==> src/rtl/cpu_pkg.sv <==
// cpu_pkg: function codes, opcodes, sequencer states and decoded-control bundle
package cpu_pkg;
    localparam logic [2:0] REG_HOLD  = 3'd0;
    localparam logic [2:0] REG_LOAD  = 3'd1;
    localparam logic [2:0] REG_CLEAR = 3'd2;
    localparam logic [2:0] REG_SHR   = 3'd3;
    localparam logic [2:0] REG_SHL   = 3'd4;
    localparam logic [2:0] ULA_ADD   = 3'd0;
    localparam logic [2:0] ULA_SUB   = 3'd1;
    localparam logic [2:0] ULA_AND   = 3'd2;
    localparam logic [2:0] ULA_OR    = 3'd3;
    localparam logic [2:0] ULA_XOR   = 3'd4;
    localparam logic [2:0] ULA_NOT   = 3'd5;
    localparam logic [3:0] OP_NOP = 4'h0;
    localparam logic [3:0] OP_LDX = 4'h1;
    localparam logic [3:0] OP_ADD = 4'h2;
    localparam logic [3:0] OP_SUB = 4'h3;
    localparam logic [3:0] OP_AND = 4'h4;
    localparam logic [3:0] OP_OR  = 4'h5;
    localparam logic [3:0] OP_XOR = 4'h6;
    localparam logic [3:0] OP_NOT = 4'h7;
    localparam logic [3:0] OP_MVZ = 4'h8;
    localparam logic [3:0] OP_CLR = 4'h9;
    localparam logic [3:0] OP_SHR = 4'hA;
    localparam logic [3:0] OP_SHL = 4'hB;
    localparam logic [3:0] OP_JMP = 4'hC;
    localparam logic [3:0] OP_HLT = 4'hF;
    typedef enum logic [2:0] {S_IDLE, S_FETCH, S_EXEC1, S_EXEC2, S_HALT} state_t;
    typedef struct packed {
        logic [2:0] tx;
        logic [2:0] ty;
        logic [2:0] tz;
        logic [2:0] tula;
        logic       two_cycle;
        logic       is_jmp;
        logic       is_hlt;
    } dec_t;
endpackage

==> src/rtl/op_decoder.sv <==
// op_decoder: combinational opcode -> first-execute-cycle function codes and flow flags
import cpu_pkg::*;

module op_decoder (
    input  logic [3:0] ir,
    output dec_t       dec
);
    always_comb begin
        dec           = '0;
        dec.two_cycle = ir inside {[OP_ADD:OP_NOT]};
        // ALU opcodes are contiguous, so the ULA code is an offset from ADD
        dec.tula      = dec.two_cycle ? 3'(ir - OP_ADD) : ULA_ADD;
        dec.tx        = ir == OP_LDX ? REG_LOAD : ir == OP_CLR ? REG_CLEAR : REG_HOLD;
        dec.ty        = ir == OP_CLR ? REG_CLEAR : ir == OP_SHR ? REG_SHR :
                        ir == OP_SHL ? REG_SHL : REG_HOLD;
        dec.tz        = ir == OP_MVZ ? REG_LOAD : ir == OP_CLR ? REG_CLEAR : REG_HOLD;
        dec.is_jmp    = ir == OP_JMP;
        dec.is_hlt    = ir == OP_HLT;
    end
endmodule

==> src/rtl/instr_sequencer.sv <==
// instr_sequencer: multi-cycle fetch/execute control FSM owning the program counter.
// Optional STEP_MODE_EN adds a step input that gates each FETCH.
import cpu_pkg::*;

module instr_sequencer #(
    parameter int ADDR_W   = 4,
    parameter int PROG_LEN = 16
) (
    input  logic              clock,
    input  logic              reset_n,
    input  logic              start,
`ifdef STEP_MODE_EN
    input  logic              step,
`endif
    input  logic [3:0]        instr,
    input  logic [3:0]        data,
    output logic [ADDR_W-1:0] pc,
    output logic [2:0]        Tx,
    output logic [2:0]        Ty,
    output logic [2:0]        Tz,
    output logic [2:0]        Tula,
    output logic              busy,
    output logic              done,
    output logic              halted
);
    state_t            state, nxt;
    logic [3:0]        ir, dr;
    logic [ADDR_W-1:0] pc_nxt, pc_inc, pc_jmp;
    logic              go;
    dec_t              dec;

    op_decoder u_dec (.ir(ir), .dec(dec));

`ifdef STEP_MODE_EN
    assign go = step;
`else
    assign go = 1'b1;
`endif

    assign pc_inc = pc == ADDR_W'(PROG_LEN - 1) ? '0 : pc + 1'b1;
    assign pc_jmp = 32'(dr) >= PROG_LEN ? '0 : ADDR_W'(dr);

    always_comb begin
        nxt    = state;
        pc_nxt = pc;
        case (state)
            S_IDLE, S_HALT: begin
                nxt    = start ? S_FETCH : state;
                pc_nxt = start ? '0 : pc;
            end
            S_FETCH: nxt = go ? S_EXEC1 : S_FETCH;
            S_EXEC1: begin
                nxt    = dec.is_hlt ? S_HALT : dec.two_cycle ? S_EXEC2 : S_FETCH;
                pc_nxt = dec.is_hlt || dec.two_cycle ? pc : dec.is_jmp ? pc_jmp : pc_inc;
            end
            S_EXEC2: begin
                nxt    = S_FETCH;
                pc_nxt = pc_inc;
            end
            default: nxt = S_IDLE;
        endcase
    end

    always_ff @(posedge clock or negedge reset_n) begin
        if (!reset_n) begin
            state <= S_IDLE;
            pc    <= '0;
            ir    <= '0;
            dr    <= '0;
        end else begin
            state <= nxt;
            pc    <= pc_nxt;
            if (state == S_FETCH && go) begin
                ir <= instr;
                dr <= data;
            end
        end
    end

    // ALU ops write Y only in EXEC2, after the ULA result has settled for a cycle
    always_comb begin
        Tx     = state == S_EXEC1 ? dec.tx : REG_HOLD;
        Ty     = state == S_EXEC1 ? dec.ty : state == S_EXEC2 ? REG_LOAD : REG_HOLD;
        Tz     = state == S_EXEC1 ? dec.tz : REG_HOLD;
        Tula   = state == S_EXEC1 || state == S_EXEC2 ? dec.tula : ULA_ADD;
        busy   = state == S_FETCH || state == S_EXEC1 || state == S_EXEC2;
        halted = state == S_HALT;
        done   = state == S_EXEC1 && dec.is_hlt;
    end
endmodule
==> config.mk <==
export PLATFORM = sky130hd
export DESIGN_NAME = instr_sequencer
export DESIGN_NICKNAME = d
export VERILOG_FILES = /design/src/rtl/cpu_pkg.sv /design/src/rtl/op_decoder.sv /design/src/rtl/instr_sequencer.sv
export SDC_FILE = /design/constraint.sdc
export NUM_CORES = 1
export LEC_CHECK = 0
export CELL_PAD_IN_SITES_DETAIL_PLACEMENT = 2
export CELL_PAD_IN_SITES_GLOBAL_PLACEMENT = 2
export CORE_ASPECT_RATIO = 1.1
export CORE_UTILIZATION = 25
export DETAILED_ROUTE_END_ITERATION = 10
export MAX_ROUTING_LAYER = met4
export PLACE_DENSITY = 0.82
export SYNTH_ARGS = -nofsm -noshare
export SYNTH_HDL_FRONTEND = slang
export SYNTH_SLANG_ARGS = --single-unit
==> constraint.sdc <==
create_clock -name clock -period 1.87 [get_ports clock]
set_input_delay 0.374 -clock clock [delete_from_list [all_inputs] [get_ports clock]]
set_output_delay 0.374 -clock clock [all_outputs]
set_load 0.01 [all_outputs]
Word level (Yosys, flattened, before mapping)
Cells that the tools add are included.
{"block": "totals", "inputBits": 11, "elab_cells": 53, "regBits": 15}
{"block": "classes", "order_cmp": 2, "addsub": 2, "n_reduce_logical": 10, "eq_ne": 14, "mux": 21}
{"operator": "3-bit 2-to-1 mux", "count": 12}
{"operator": "4-bit equality test (second input constant)", "count": 7}
{"operator": "4-bit 2-to-1 mux", "count": 4}
{"operator": "3-bit case mux with 4 select lines", "count": 1}
{"operator": "4-bit case mux with 3 select lines", "count": 1}
{"operator": "3-bit by 2-bit equality test with 1-bit output (second input constant)", "count": 2}
{"operator": "4-bit by 1-bit adder with 4-bit output (second input constant)", "count": 1}
{"operator": "4-bit by 1-bit equality test with 1-bit output (second input constant)", "count": 1}
{"operator": "4-bit by 2-bit >= comparator with 1-bit output (second input constant)", "count": 1}
{"operator": "4-bit by 3-bit <= comparator with 1-bit output (second input constant)", "count": 1}
{"operator": "1-bit logical OR", "count": 4}
{"operator": "2-bit 2-to-1 mux", "count": 2}
{"operator": "2-bit inequality test (second input constant)", "count": 2}
{"operator": "3-bit by 1-bit equality test with 1-bit output (second input constant)", "count": 1}
{"operator": "3-bit equality test (second input constant)", "count": 1}
{"operator": "3-bit zero test", "count": 1}
{"operator": "3-bit AND reduction", "count": 1}
{"operator": "3-bit nonzero test", "count": 1}
{"operator": "3-bit by 2-bit subtractor with 3-bit output (second input constant)", "count": 1}
{"operator": "1-bit logical AND", "count": 2}
{"operator": "2-bit OR reduction", "count": 1}
{"operator": "1-bit 2-to-1 mux", "count": 1}

Logic depth before layout (Yosys ltp)
Gate-level depths: netlist of the first run.
{"block": "logic_depth", "depth_word": 5, "mapped_depth": 6}

Cells and area by module
A second synthesis of the first run with hierarchy kept.
{"block": "hier_totals", "cells_unflattened": 102, "area_unflattened_um2": 958.4}
{"mod": "instr_sequencer", "n_inst": 1, "cells_per_inst": 78, "area_each_um2": 810.8}
{"mod": "op_decoder", "n_inst": 1, "cells_per_inst": 24, "area_each_um2": 147.6}

Worst setup path after synthesis of the first run
Ideal clock, no wire load.
{"block": "synth_timing", "path_kind": "flip-flop to output port", "from": "register state[2]", "to": "output port Ty[0]", "slack_ns": 0.155, "arrival_time_ns": 1.341, "path_stages_with_launch": 6, "path_cell_list": "dfrtp_1 -> nand2b_1 -> buf_2 -> nor3_1 -> nand2_1 -> o32ai_1"}
{"block": "synth_between", "elab_chain_cells": 3, "elab_cells_between_ends": 4, "classes_between": "eq/ne: 2; mux: 2"}
{"item": "start, declared", "line": "instr_sequencer.sv:26", "rtl": "state_t state, nxt;"}
{"item": "start signal, assigned", "line": "instr_sequencer.sv:71", "rtl": "state <= nxt;"}
{"item": "3-bit by 2-bit equality test with 1-bit output", "line": "instr_sequencer.sv:83", "rtl": "Ty = state == S_EXEC1 ? dec.ty : state == S_EXEC2 ? REG_LOAD : REG_HOLD;"}
{"item": "1-bit 2-to-1 mux", "line": "instr_sequencer.sv:83"}
{"item": "3-bit 2-to-1 mux (*)", "line": "instr_sequencer.sv:83"}
{"item": "end, declared", "line": "instr_sequencer.sv:19", "rtl": "output logic [2:0] Ty,"}
Every way passes the cells marked *; elsewhere a longest branch is shown, timed or not.

Final worst setup path of the first run
Ends and elaborated chain as after synthesis.

==> results_dict.tcl, run 1 <==
set metrics [dict create \
    outcome "finished with violations" \
    violations "design-rule violations, negative setup slack" \
    synthTopCellsByArea "dfrtp_1 44%, mux2_2 9.3%, nand2_1 4.4%" \
    final_cell_area_um2 1430 \
    drtIter0Drc 19 \
    total_power_mw 2.28 \
    start_util_pct 27.0 \
    grt_first_pass_wirelength_mm 5.11 \
    place_inst 168 \
    final_max_slew_viol_count 0 \
    die_y_um 63.0 \
    power_leakage_nw 0.663 \
    rr_endpoint "pc[2]" \
    drcViolationCount 2 \
    yosys.cell_count.top_type "dfrtp_1" \
    ys_seq_area_share_pct 44.4 \
    yosysWarnings 0 \
    wire_per_inst_um 17.6 \
    fp.dieW_um 57.4 \
    numClockSinks 15 \
    fmax_ghz 0.504 \
    crit_required_ps 1500 \
    yosysUniqueCellTypes 33 \
    post-route-util_pct 45.7 \
    start_kind "flop" \
    setup.worst_path.end_class "output pin" \
    cts_hold_buf 0 \
    synthArstFlopShare_pct 100 \
    grt.overflow.total 0 \
    vias 876 \
    fin_skew_ps 12.3 \
    io_buffers 27 \
    synth_top_flop_cell "dfrtp_1" \
    critPathMaxFanout 4 \
    drive_gt1_share_pct 47.2 \
    grt_usage_pct 19.7 \
    drt-pass1-iter-count 7 \
    maxCapViolCount 0 \
    finalSetupViolCount 6 \
    rr_worst_depth 7 \
    fin_ws_ps -113 \
    syn_inst 90 \
    pre_cts_ws_ps -292 \
    pin_count 30 \
    wirelength_mm 3.13 \
    root_buffer "clkbuf_4" \
    placed_area_um2 1280 \
    yosys-top-cells-count "15 x dfrtp_1, 10 x nand2_1, 10 x nor2_1" \
    numCtsBuffers 3 \
    viasPerCell 4.92 \
    ys_ff_latch 15 \
    rsz0062_at_grt "true" \
    place_congestion 0.790 \
    syn_to_final_growth_pct 69.0 \
    r2r_start "state[0]" \
    hpwl_mm 2.18 \
    period_share_pct 106 \
    period_needed_ps 1980 \
    cts_tree "yes" \
    syn_area_um2 845 \
    cp.arrival_ps 1610 \
    final_nets 157 \
    fp.coreArea_um2 3130 \
    grt_max_degree 16 \
    clock_latency_ps 280 \
    row_count 21 \
    yosysTopAreaCell "dfrtp_1" \
    worstSetupEndpoint "Ty[0]" \
    ff2ff_setup_slack_ps 70 \
    antenna_cells 0 \
    pwr_density_cell_nw_per_um2 1600 \
    final_cells 178 \
    ir_worst_vdd_mv 0.671 \
    avgSynthCellArea_um2 9.38 \
    worstHoldPathType "input pin to asynchronous set/reset pin" \
    htree_num_levels 1 \
    synth_edf_count 0 \
    hold_viol_final 0 \
    cts_buffer_depth 2 \
    grt_antenna_before_repair 0 \
    synth_top_area_share_pct 44.4 \
    postRouteAntennaNets 0 \
    path_clk_slew_ps 100 \
    grt_pass1_vias 1023 \
    crit_type "flop to output pin" \
    worstSetupStartpoint "state[2]" \
    die_area_um2 3610 \
]
how the worst min path moves through the flow:
stage | startpoint | to | slack, ps | cells after the start
after floorplan | reset_n | dr[0] | 80 | 0
after global placement | dr[0] | dr[0] | 490 | 1
after detailed placement | dr[2] | dr[2] | 500 | 1
after CTS | reset_n | dr[2] | 410 | 2
after global routing | reset_n | dr[2] | 400 | 2
final | reset_n | dr[2] | 400 | 2
flip-flops by register name (all words and copies together) (netlist names):
name   flops
dr         4
ir         4
pc         4
state      3
critical path, stage by stage, from the launching register on:
cell	delay (ps)
dfrtp_1	410
nand2b_4	180
nor3_4	130
nand2_2	120
buf_6	130
o32ai_4	190
buf_2	170
layout make-up:
type,count,area (um2)
Timing Repair Buffer,53,429
Fill cell,356,1700
Inverter,3,11.3
Multi-Input combinational cell,69,542
Sequential cell,15,377
Tap cell,34,42.5
Clock buffer,4,26.3
cell usage in the layout, fill, tap and decap left out, drive strengths merged:
master and n:
o22ai 1, clkbuf 6, dfrtp 15, nor4b 2, nor3 3, or3 2
mux2i 2, dlygate4sd2 2, o31ai 2, clkdlybuf4s50 14, o31a 1, and2 1
mux2 7, o32ai 1, nor2b 1, nand3b 1, a21oi 3, and3 3
nand2 10, clkdlybuf4s15 1, nand3 1, o21ai 9, or2 1, nor2 11
ha 1, nor3b 1, buf 34, nand2b 2, inv 3, or2b 1
conb 2
per-layer routing:
metal	vias up	GRT usage (%)	wire [um]
li1	418	-	-
met1	442	20.5	1250
met2	14	36.8	1800
met3	2	3.11	48
met4	0	6.40	33
met5	-	-	0
cells by family (layout without fill, tap and decap cells):
logic type	Yosys count	in the layout	synth area share, %
fa+ha+maj	1	1	1.48
flops	15	15	44.4
simple gates	40	40	24.2
other cells	1	2	0.444
mux	9	9	11.7
compound gates	17	17	12.7
buf+inv	7	60	5.04
power breakdown:
group	switching [mW]	total (mW)	internal, mW
combinational	0.691	1.44	0.744
clock	0.103	0.185	0.0828
sequential	0.179	0.659	0.481
total	0.973	2.28	1.31
stage by stage:
stage	setup TNS [ps]	hold WS (ps)
2_1_floorplan	0	78.4
3_3_place_gp	-738	494
3_5_place_dp	-1530	499
4_1_cts	-394	409
5_1_grt	-1130	402
6_report	-494	398
timing repair:
item	4_1_cts	5_1_grt
resized for setup	57	18
pin swaps	4	5
buffers inserted	7	2
endpoints found under the setup margin	13	14
Power figures use the tool's default switching activity.
==> inputs of run 2 (changes only) <==
- CELL_PAD_IN_SITES_DETAIL_PLACEMENT: 2 -> 0
- CELL_PAD_IN_SITES_GLOBAL_PLACEMENT: 2 -> 1
- CORE_UTILIZATION: 25 -> 30
- DONT_BUFFER_PORTS: unset -> 1
- PLACE_DENSITY: 0.82 -> 0.6
==> results_dict.tcl, run 2 (same netlist as run 1, synthesis figures left out) <==
set metrics [dict create \
    outcome "complete, no violations" \
    row_count 19 \
    syn_to_final_growth_pct 18.8 \
    seqPwrFrac_pct 43.6 \
    root_buffer "clkbuf_4" \
    reg_top3 "dr (4), ir (4), pc (4)" \
    grt_first_pass_wirelength_mm 3.11 \
    rsz0062_at_grt "true" \
    worst_pin_slew_ps 670 \
    crit_required_ps 1500 \
    final_cell_area_um2 1000 \
    grt_usage_pct 14.3 \
    antenna_cells 0 \
    period_needed_ps 1850 \
    r2r_start "state[0]" \
    cp_cell_sequence "nand2b_4, nor3_4, nand2_2, o32ai_2, buf_4" \
    power_leakage_nw 0.438 \
    final_nets 114 \
    htree_num_levels 1 \
    grt_max_degree 16 \
    fp.coreArea_um2 2590 \
    vias 688 \
    final_max_slew_viol_count 0 \
    clock_latency_ps 270 \
    hold_viol_final 0 \
    crit_type "flop to output pin" \
    rr_worst_depth 5 \
    cpMaxStageDelayCell "dfrtp_1" \
    placed_area_um2 893 \
    postRouteAntennaNets 0 \
    io_buffers 0 \
    internal_power_mw 0.926 \
    holdPathEnd "state[2]" \
    hpwl_mm 1.36 \
    post-route-util_pct 38.7 \
    ir_worst_vdd_mv 0.743 \
    die_y_um 57.7 \
    setup.worst_path.end_class "output pin" \
    pwr_density_cell_nw_per_um2 1630 \
    numCtsBuffers 3 \
    wirelength_mm 1.83 \
    fmax_ghz 0.540 \
    numClockSinks 15 \
    fin_skew_ps 2.68 \
    worstHoldPathType "input pin to flop" \
    drive_gt1_share_pct 33.7 \
    critPathMaxFanout 5 \
    maxCapViolCount 0 \
    layout_common_cells "12 x dfrtp_1, 9 x nand2_1, 9 x buf_4" \
    swShare_pct 43.5 \
    die_area_um2 3030 \
    rr_endpoint "pc[2]" \
    grt_pass1_vias 645 \
    drt-pass1-iter-count 4 \
    viasPerCell 5.21 \
    period_share_pct 99.1 \
    fp.dieW_um 52.6 \
    start_util_pct 32.6 \
    slowest_delay_ps 390 \
    layout.cells.most_common "dfrtp_1" \
    cp.arrival_ps 1480 \
    cts_tree "yes" \
    drtIter0Drc 19 \
    start_kind "flop" \
    path_clk_slew_ps 80 \
    maxSlewHeadroom_pct 55.2 \
    grt.overflow.total 0 \
    ff2ff_setup_slack_ps 220 \
    n_fill_cell 262 \
    drcViolationCount 0 \
    hold_start "start" \
    place_congestion 0.753 \
    finalSetupViolCount 0 \
    p_clk_share_pct 10.9 \
    worstSetupStartpoint "state[2]" \
    cts_buffer_depth 2 \
    tns_ps 0 \
    total_power_mw 1.64 \
    wire_per_inst_um 13.9 \
    pwr-share-comb_pct 45.6 \
    switching_power_mw 0.713 \
    min_path_cells 1 \
    grt_antenna_before_repair 0 \
    pin_count 30 \
]
==> run 2: cell count changes in the layout (fill, tap and decap cells not counted), sizes merged <==
cell | previous run | this run
buf | 34 | 9
clkdlybuf4s50 | 14 | 0
clkbuf | 6 | 4
dlygate4sd2 | 2 | 0
clkdlybuf4s15 | 1 | 0
dlygate4sd3 | 0 | 1
==> run 2: power by group through the flow <==
stage	combinational, mW	clock (mW)	sequential [mW]
finish	0.747	0.178	0.714
global route	0.835	0.208	0.754
CTS	0.704	0.192	0.690
detailed placement	0.667	0	0.693
global placement	0.658	0	0.694
floorplan	0.549	0	0.633
==> run 2: layout make-up <==
class	count	area (um2)	share of cell area [%]
multi-input combinational	69	470	46.9
timing repair buffer	10	77.6	7.73
sequential	15	379	37.8
tap	31	38.8	3.87
inverter	3	11.3	1.12
clock buffer	4	26.3	2.62
==> run 2: through the flow <==
stage / hold WS (ps) / worst slack (ps) / cells
after floorplan: 78.4 / 155 / 91
after global placement: 78.9 / 192 / 123
after detailed placement: 79.0 / 158 / 123
after CTS: 184 / -14.5 / 131
after global routing: 192 / -66.2 / 132
final: 197 / 16.5 / 132
==> run 2: worst max-delay path: cells and delay by family (launching register included) <==
kind,cells,cell delay (ps)
AO/OA/AOI/OAI,1,260
flip-flops,1,390
buffers and inverters,1,150
AND/OR/NAND/NOR,3,400
==> run 2: worst max path at each step <==
| stage | to |
|---|---|
| detailed placement | Ty[0] |
| finish | Ty[0] |
| floorplan | Ty[0] |
| global route | Ty[0] |
| CTS | Ty[0] |
| global placement | Tula[0] |
==> run 2: metal layers <==
| metal | vias to the layer above | share of wire [%] | track usage (%) |
|---|---|---|---|
| li1 | 339 | - | - |
| met1 | 329 | 45 | 19.9 |
| met2 | 18 | 50 | 21.0 |
| met3 | 2 | 3.7 | 1.84 |
| met4 | 0 | 0.87 | 5.64 |
| met5 | - | 0 | - |
==> run 2: timing repair <==
item	CTS	global route
resized for setup	2	10
setup endpoints to repair	6	7
buffers inserted	3	1
pin swaps	0	1
hold endpoints to repair	15	0
hold buffers	1	0
==> inputs of run 3 (changes only) <==
- CELL_PAD_IN_SITES_DETAIL_PLACEMENT: 0 -> unset
- CELL_PAD_IN_SITES_GLOBAL_PLACEMENT: 1 -> unset
- PLACE_DENSITY: 0.6 -> 0.49
- SLEW_MARGIN: unset -> 25
==> results_dict.tcl, run 3 (same netlist as run 1, synthesis figures left out) <==
set metrics [dict create \
    layout_common_cells "12 x dfrtp_1, 9 x buf_4, 8 x nand2_1" \
    die_y_um 57.7 \
    outcome "complete, no violations" \
    whs_ps 181 \
    swShare_pct 44.8 \
    numCtsBuffers 3 \
    worstHoldPathType "input pin to flop" \
    grt_first_pass_wirelength_mm 3.06 \
    hpwl_mm 1.34 \
    pin_count 30 \
    postRouteAntennaNets 0 \
    seqPwrFrac_pct 42.4 \
    p_clk_share_pct 11.1 \
    holdPathEnd "state[2]" \
    die_area_um2 3030 \
    cp.arrival_ps 1470 \
    crit_type "flop to output pin" \
    reg_top3 "dr (4), ir (4), pc (4)" \
    min_path_cells 1 \
    syn_to_final_growth_pct 22.1 \
    numClockSinks 15 \
    start_kind "flop" \
    grt_usage_pct 14.2 \
    wire_per_inst_um 14.8 \
    fin_skew_ps 3.15 \
    row_count 19 \
    layout.cells.most_common "dfrtp_1" \
    final_cells 132 \
    final_max_slew_viol_count 0 \
    ir_worst_vdd_mv 0.943 \
    antenna_cells 0 \
    wirelength_mm 1.95 \
    drt-pass1-iter-count 4 \
    clock_latency_ps 290 \
    grt_max_degree 16 \
    maxCapViolCount 0 \
    io_buffers 0 \
    slowest_delay_ps 390 \
    tns_ps 0 \
    rr_worst_depth 5 \
    finalSetupViolCount 0 \
    worst_pin_slew_ps 734 \
    period_share_pct 98.6 \
    root_buffer "clkbuf_4" \
    rr_endpoint "pc[2]" \
    period_needed_ps 1840 \
    power_leakage_nw 0.446 \
    switching_power_mw 0.770 \
    internal_power_mw 0.950 \
    maxSlewHeadroom_pct 50.9 \
    drcViolationCount 0 \
    fp.coreArea_um2 2590 \
    drive_gt1_share_pct 36.6 \
    place_inst 122 \
    cts_tree "yes" \
    rsz0062_at_grt "true" \
    r2r_start "state[0]" \
    place_congestion 0.826 \
    viasPerCell 5.27 \
    cts_buffer_depth 2 \
    hold_start "start" \
    critPathMaxFanout 5 \
    final_nets 114 \
    pwr-share-comb_pct 46.5 \
    n_fill_cell 261 \
    cpMaxStageDelayCell "dfrtp_1" \
    drtIter0Drc 5 \
    grt.overflow.total 0 \
    grt_pass1_vias 675 \
    ff2ff_setup_slack_ps 190 \
    pwr_density_cell_nw_per_um2 1670 \
    crit_required_ps 1500 \
    htree_num_levels 1 \
    path_clk_slew_ps 90 \
    hold_viol_final 0 \
    setup.worst_path.end_class "output pin" \
    start_util_pct 32.6 \
    grt_antenna_before_repair 0 \
    fmax_ghz 0.542 \
    cp_cell_sequence "nand2b_4, nor3_4, nand2_2, o32ai_2, buf_4" \
    fp.dieW_um 52.6 \
    vias 695 \
]
[run 3: changes by cell type in the layout (fill, tap and decap cells not counted)]
cell	change
nor2_4	+1
or2_2	-1
nand2_2	+1
nor4b_1	-1
nand2_1	-1
nor4b_4	+1
or2_4	+1
nor2_1	-1
[run 3: repair_timing]
item	in CTS	in global routing
buffers inserted	2	3
gates resized for setup	10	9
hold buffers	1	0
endpoints found under the hold margin	15	0
endpoints found under the setup margin	9	8
[run 3: critical path: cells and delay by family, from the launching register on]
| family | cells | cell delay (ps) |
|---|---|---|
| AOI/OAI and AO/OA | 1 | 220 |
| buffers and inverters | 1 | 160 |
| DFF | 1 | 390 |
| and+or+nand+nor | 3 | 420 |
[run 3: routing by layer]
| metal | track usage (%) | vias to the layer above | part of all wire, % |
|---|---|---|---|
| met5 | - | - | 0 |
| met2 | 21.7 | 18 | 50 |
| met4 | 8.65 | 0 | 2.3 |
| met1 | 17.4 | 333 | 44 |
| li1 | - | 339 | - |
| met3 | 2.10 | 5 | 3.9 |
[run 3: metrics by stage]
| stage | utilization, % | area, um2 | total power [mW] | setup slack (ps) |
|---|---|---|---|---|
| CTS | 37.8 | 980 | 1.63 | 5.88 |
| global placement | 34.2 | 886 | 1.34 | 158 |
| floorplan | - | 848 | 1.18 | 155 |
| global route | 39.8 | 1030 | 1.85 | -70.6 |
| finish | 39.8 | 1030 | 1.72 | 25.3 |
| detailed placement | 34.2 | 886 | 1.35 | 112 |
[run 3: layout make-up]
| cell class | instances | area [um2] | area share [%] |
|---|---|---|---|
| Timing Repair Buffer | 10 | 77.6 | 7.52 |
| Multi-Input combinational cell | 69 | 498 | 48.3 |
| Tap cell | 31 | 38.8 | 3.76 |
| Sequential cell | 15 | 379 | 36.8 |
| Inverter | 3 | 11.3 | 1.09 |
| Clock buffer | 4 | 26.3 | 2.55 |
[run 3: worst max path at each step]
stage / startpoint / end / slack [ps]
6_report: state[2] / Ty[0] / 30
5_1_grt: state[2] / Ty[0] / -70
4_1_cts: state[0] / done / 6
3_5_place_dp: state[2] / Ty[0] / 110
3_3_place_gp: state[2] / Tula[0] / 160
2_1_floorplan: state[2] / Ty[0] / 150
[run 3: power by group through the flow]
stage	Clock, mW	Combinational [mW]	Sequential [mW]
6_report	0.190	0.800	0.730
5_1_grt	0.204	0.885	0.762
4_1_cts	0.196	0.731	0.702
3_5_place_dp	0	0.660	0.694
3_3_place_gp	0	0.650	0.691
2_1_floorplan	0	0.549	0.633
